`src/rtl/addsub_accumulator.sv`:
```
// Handshaked ADD/SUB/LOAD/CLR front end around a 4-bit carry-lookahead adder.
// Keeps a signed 4-bit accumulator and a sticky overflow flag.

module adder (
    output logic [3:0] s,
    output logic       ovf,
    input  logic [3:0] a,
    input  logic [3:0] b,
    input  logic       cin
);
    logic [3:0] g;
    logic [3:0] p;
    logic [4:0] c;

    always_comb begin
        g    = a & b;
        p    = a ^ b;
        c[0] = cin;
        c[1] = g[0] | (p[0] & cin);
        c[2] = g[1] | (p[1] & g[0]) | (p[1] & p[0] & cin);
        c[3] = g[2] | (p[2] & g[1]) | (p[2] & p[1] & g[0]) | (p[2] & p[1] & p[0] & cin);
        c[4] = g[3] | (p[3] & g[2]) | (p[3] & p[2] & g[1]) | (p[3] & p[2] & p[1] & g[0])
             | (p[3] & p[2] & p[1] & p[0] & cin);
        s    = p ^ c[3:0];
        // Signed overflow: carry into the sign bit differs from carry out of it.
        ovf  = c[4] ^ c[3];
    end
endmodule

// state | meaning
// IDLE  | in_ready=1, waiting for a command
// EXEC  | adder driven from captured command, result registered at end of cycle
// HOLD  | out_valid=1, result held until out_ready
module addsub_accumulator #(
    parameter int SAT_EN = 0
) (
    input  logic       clk,
    input  logic       rst,
    input  logic       in_valid,
    output logic       in_ready,
    input  logic [1:0] in_op,
    input  logic [3:0] in_data,
    output logic       out_valid,
    input  logic       out_ready,
    output logic [3:0] out_data,
    output logic       out_ovf,
    output logic       ovf_sticky,
    output logic [3:0] acc
);
    typedef enum logic [1:0] {IDLE, EXEC, HOLD} state_t;

    localparam logic [1:0] OP_ADD  = 2'b00;
    localparam logic [1:0] OP_SUB  = 2'b01;
    localparam logic [1:0] OP_LOAD = 2'b10;
    localparam logic [1:0] OP_CLR  = 2'b11;

    state_t     state_q, state_d;
    logic [1:0] op_q, op_d;
    logic [3:0] data_q, data_d;
    logic [3:0] acc_q, acc_d;
    logic       ovf_q, ovf_d;
    logic       sticky_q, sticky_d;

    logic [3:0] add_b;
    logic       add_cin;
    logic [3:0] add_s;
    logic       add_ovf;

    adder u_adder (
        .s   (add_s),
        .ovf (add_ovf),
        .a   (acc_q),
        .b   (add_b),
        .cin (add_cin)
    );

    always_comb begin
        add_cin = (op_q == OP_SUB);
        add_b   = add_cin ? ~data_q : data_q;
    end

    always_comb begin
        state_d  = state_q;
        op_d     = op_q;
        data_d   = data_q;
        acc_d    = acc_q;
        ovf_d    = ovf_q;
        sticky_d = sticky_q;
        case (state_q)
            IDLE: begin
                if (in_valid) begin
                    op_d    = in_op;
                    data_d  = in_data;
                    state_d = EXEC;
                end
            end
            EXEC: begin
                state_d = HOLD;
                case (op_q)
                    OP_ADD, OP_SUB: begin
                        ovf_d    = add_ovf;
                        sticky_d = sticky_q | add_ovf;
                        if (add_ovf && (SAT_EN != 0))
                            acc_d = acc_q[3] ? 4'b1000 : 4'b0111;
                        else
                            acc_d = add_s;
                    end
                    OP_LOAD: begin
                        acc_d = data_q;
                        ovf_d = 1'b0;
                    end
                    OP_CLR: begin
                        acc_d    = 4'b0000;
                        ovf_d    = 1'b0;
                        sticky_d = 1'b0;
                    end
                    default: ;
                endcase
            end
            HOLD: begin
                if (out_ready)
                    state_d = IDLE;
            end
            default: state_d = IDLE;
        endcase
    end

    always_ff @(posedge clk) begin
        if (rst) begin
            state_q  <= IDLE;
            op_q     <= 2'b00;
            data_q   <= 4'b0000;
            acc_q    <= 4'b0000;
            ovf_q    <= 1'b0;
            sticky_q <= 1'b0;
        end else begin
            state_q  <= state_d;
            op_q     <= op_d;
            data_q   <= data_d;
            acc_q    <= acc_d;
            ovf_q    <= ovf_d;
            sticky_q <= sticky_d;
        end
    end

    // The result register and accumulator only ever change together, so one flop set serves both.
    assign in_ready   = (state_q == IDLE);
    assign out_valid  = (state_q == HOLD);
    assign out_data   = acc_q;
    assign out_ovf    = ovf_q;
    assign ovf_sticky = sticky_q;
    assign acc        = acc_q;
endmodule

```
`config.mk`:
```
export PLATFORM = sky130hd
export DESIGN_NAME = addsub_accumulator
export DESIGN_NICKNAME = d
export VERILOG_FILES = /design/src/rtl/addsub_accumulator.sv
export SDC_FILE = /design/constraint.sdc
export NUM_CORES = 1
export LEC_CHECK = 0
export ABC_AREA = 1
export BUFFER_PORTS_ARGS = -buffer_cell sky130_fd_sc_hd__buf_2
export CORE_ASPECT_RATIO = 0.9
export CORE_MARGIN = 4
export CORE_UTILIZATION = 55
export DETAILED_ROUTE_END_ITERATION = 8
export GPL_ROUTABILITY_DRIVEN = 0
export PLACE_DENSITY = 0.82
export SLEW_MARGIN = 20
export SYNTH_ARGS = -nofsm -noshare
export SYNTH_HDL_FRONTEND = slang
export SYNTH_SLANG_ARGS = --single-unit
```
`constraint.sdc`:
```
create_clock -name clk -period 4.5 [get_ports clk]
set_input_delay 0.225 -clock clk [delete_from_list [all_inputs] [get_ports clk]]
set_output_delay 0.225 -clock clk [all_outputs]
set_load 0.01 [all_outputs]
```
==> reports/metrics.yaml <==
finish:
  post-route-util_pct: 68.0
  num-fill-cells: 143
  multi_input_area_um2: 469
  drive_gt1_share_pct: 21.1
  syn_to_final_growth_pct: 14.4
  seq_area_um2: 280
  nets: 167
  n_antenna_cell: 0
synthesis:
  synth.avg_cell_area_um2: 6.60
  syn-instance-count: 132
  yosys.area_share.simple_pct: 25.4
  synth_top_family_by_area: "simple AND/OR/NAND/NOR gates"
  synth_cell_type_count: 20
  synth_xor_area_share_pct: 5.03
  ys_ff_latch: 14
  yosys.area_share.adder_pct: 5.75
  ys_seq_area_share_pct: 32.2
  yosysWarningCount: 0
  syn_nets: 146
  synth.area.mux_share_pct: 0
  netlist_area_um2: 871
  synth-compound-area-share_pct: 17.7
worst_setup_path:
  rrSetupSlack_ps: 2540
  cp-end-kind: "register"
  reg2reg_depth: 11
  worstSetupEndpoint: "acc[3]$_SDFFE_PP0P_"
  worstPathRequired_ps: 4670
  r2r_start: "op_q[1]$_SDFFE_PP0P_"
  crit_start: "op_q[1]$_SDFFE_PP0P_"
  path_cells: "inv_2, nand2_2, xor2_1, ha_1, nand2_1, nor2_1, nor2_1, nand2_2, or2_2, nand3_1, a21oi_1"
  startpoint_type: "register"
  r2r-end: "acc[3]$_SDFFE_PP0P_"
  path_delay_family: "simple AND/OR/NAND/NOR gates"
  critPathBufInv: 1
  crit_cells: 11
  cp_slowest_cell: "ha_1"
  critPathKind: "reg2reg"
  cp_max_fo: 7
  cpPeakStageDelay_ps: 360
  arrival_ps: 2140
die:
  initial_core_util_pct: 59.5
  die_area_um2: 2280
  core_area_um2: 1460
  die_h_um: 45.8
  num_rows: 13
  ioPinCount: 22
  die_w_um: 49.9
cts:
  numCtsBuffers: 3
  clk_latency_ps: 270
  cts_hold_buf: 0
  htreeDepth: 1
  cts_tree: "built"
  cts_resized: 0
  cts_sinks: 14
  clockRootBuffer: "clkbuf_4"
  postCtsSetupBuffers: 0
  clkTransAtPathRegs_ps: 80
  clk_path_buf_depth: 2
routing:
  dr.pass1.iters: 4
  vias: 838
  drt_first_iter_violations: 7
  vias_per_cell: 5.02
  wl_per_cell_um: 10.4
  totalWireLength_um: 1740
  ant_nets: 0
  route.detailed.drc: 0
run_status:
  outcome: "finished, final reports clean"
timing:
  period_needed_ps: 1960
  setup_viol: 0
  rsz0062_at_grt: "false"
  fmax_ghz: 0.509
  hold_violations: 0
  finalCritPeriodShare_pct: 43.7
  slew_viol_final: 0
  skew_ps: 3.55
  slew_headroom_pct: 78.5
  tightest_slew_ps: 322
  fin_hold_ws_ps: 158
  fin_tns_setup_ps: 0
global_routing:
  grt_max_degree: 13
  grt_pass1_wl_um: 3080
  antenna_found_initial: 0
  grt_remaining_overflow: 0
  grt_pass1_vias: 739
  grt_usage_pct: 18.0
power_and_ir_drop:
  p_leak_nw: 0.501
  power_density_nw_per_um2: 322
  ir_worst_vdd_mv: 0.272
place:
  io_buffers: 21
  hpwlAfterDp_um: 1440
min_path:
  holdCritPathClass: "in2reg"
job:
  drv_cap: 0
layer usage:
metal	global-route usage [%]	wire length [um]
met5	0	0
met4	11.6	44
met3	1.97	59
met2	30.1	788
met1	22.4	851
placed cells by master, fill, tap and decap left out:
cell | synthesis | final
inv_1 | 22 | 22
buf_2 | 1 | 21
nand2_1 | 20 | 20
nor2_1 | 17 | 17
a21oi_1 | 15 | 15
dfxtp_1 | 14 | 14
o21ai_0 | 12 | 12
nand3_1 | 8 | 8
xor2_1 | 4 | 4
ha_1 | 4 | 4
clkbuf_4 | 0 | 3
nand2_2 | 2 | 2
or2_2 | 2 | 2
inv_2 | 1 | 1
xnor2_1 | 1 | 1
nor2_4 | 1 | 1
nor2_2 | 1 | 1
o31ai_1 | 1 | 1
o21ai_1 | 1 | 1
a31oi_1 | 1 | 1
clkbuf_8 | 0 | 1
state kept, by name (all words and copies together), names as in the netlist:
name and flops:
acc 4, out_ovf 1, ovf_sticky 1, op_q 2, data_q 4, state_q 2
metrics by stage:
| stage | setup WS (ps) | power [mW] | cells | instance area [um2] |
|---|---|---|---|---|
| 2_1_floorplan | 2700 | 0.214 | 132 | 871 |
| 3_3_place_gp | 2630 | 0.233 | 163 | 960 |
| 3_5_place_dp | 2540 | 0.236 | 163 | 960 |
| 4_1_cts | 2530 | 0.324 | 167 | 996 |
| 5_1_grt | 2390 | 0.343 | 167 | 996 |
| 6_report | 2540 | 0.321 | 167 | 996 |
cell type report:
cell class | instances | share of cell area [%]
Multi-Input combinational cell | 90 | 47.1
Inverter | 23 | 8.67
Clock buffer | 4 | 3.64
Sequential cell | 14 | 28.1
Timing Repair Buffer | 21 | 10.6
Tap cell | 15 | 1.88
cell families (layout without fill, tap and decap cells):
| logic type | after synthesis | in the layout |
|---|---|---|
| AOI/OAI and AO/OA | 30 | 30 |
| xor gates and xnor gates | 5 | 5 |
| adders and majority gates | 4 | 4 |
| buffers and inverters | 28 | 48 |
| DFF | 14 | 14 |
| and+or+nand+nor | 51 | 51 |
cells in the mapped netlist:
cell / count / area (um2)
a21oi_1: 15 / 75.1
o21ai_0: 12 / 60.1
nor2_2: 1 / 6.26
xor2_1: 4 / 35.0
o21ai_1: 1 / 5.00
o31ai_1: 1 / 7.51
a31oi_1: 1 / 6.26
nor2_4: 1 / 11.3
inv_1: 22 / 82.6
buf_2: 1 / 5.00
buf_4: 4 / 30.0
dfxtp_1: 14 / 280
xnor2_1: 1 / 8.76
nand3_1: 8 / 40.0
ha_1: 4 / 50.1
or2_2: 2 / 12.5
nand2_1: 20 / 75.1
inv_2: 1 / 3.75
nor2_1: 17 / 63.8
nand2_2: 2 / 12.5
how the worst min path moves through the flow:
| stage | startpoint | endpoint | slack, ps | cells past startpoint |
|---|---|---|---|---|
| 2_1_floorplan | rst | acc[2]$_SDFFE_PP0P_ | 290 | 1 |
| 3_3_place_gp | ovf_sticky$_SDFFE_PP0P_ | ovf_sticky$_SDFFE_PP0P_ | 440 | 2 |
| 3_5_place_dp | ovf_sticky$_SDFFE_PP0P_ | ovf_sticky$_SDFFE_PP0P_ | 440 | 2 |
| 4_1_cts | rst | state_q[1]$_SDFFE_PP0P_ | 160 | 2 |
| 5_1_grt | rst | state_q[1]$_SDFFE_PP0P_ | 160 | 2 |
| 6_report | rst | state_q[1]$_SDFFE_PP0P_ | 160 | 2 |
where the power goes:
| group | switching, mW | leakage (nW) | internal (mW) |
|---|---|---|---|
| Combinational | 0.0552 | 0.365 | 0.0363 |
| Sequential | 0.00776 | 0.115 | 0.133 |
| Clock | 0.0395 | 0.0210 | 0.0492 |
No activity file was read; power rests on OpenSTA's default activity.
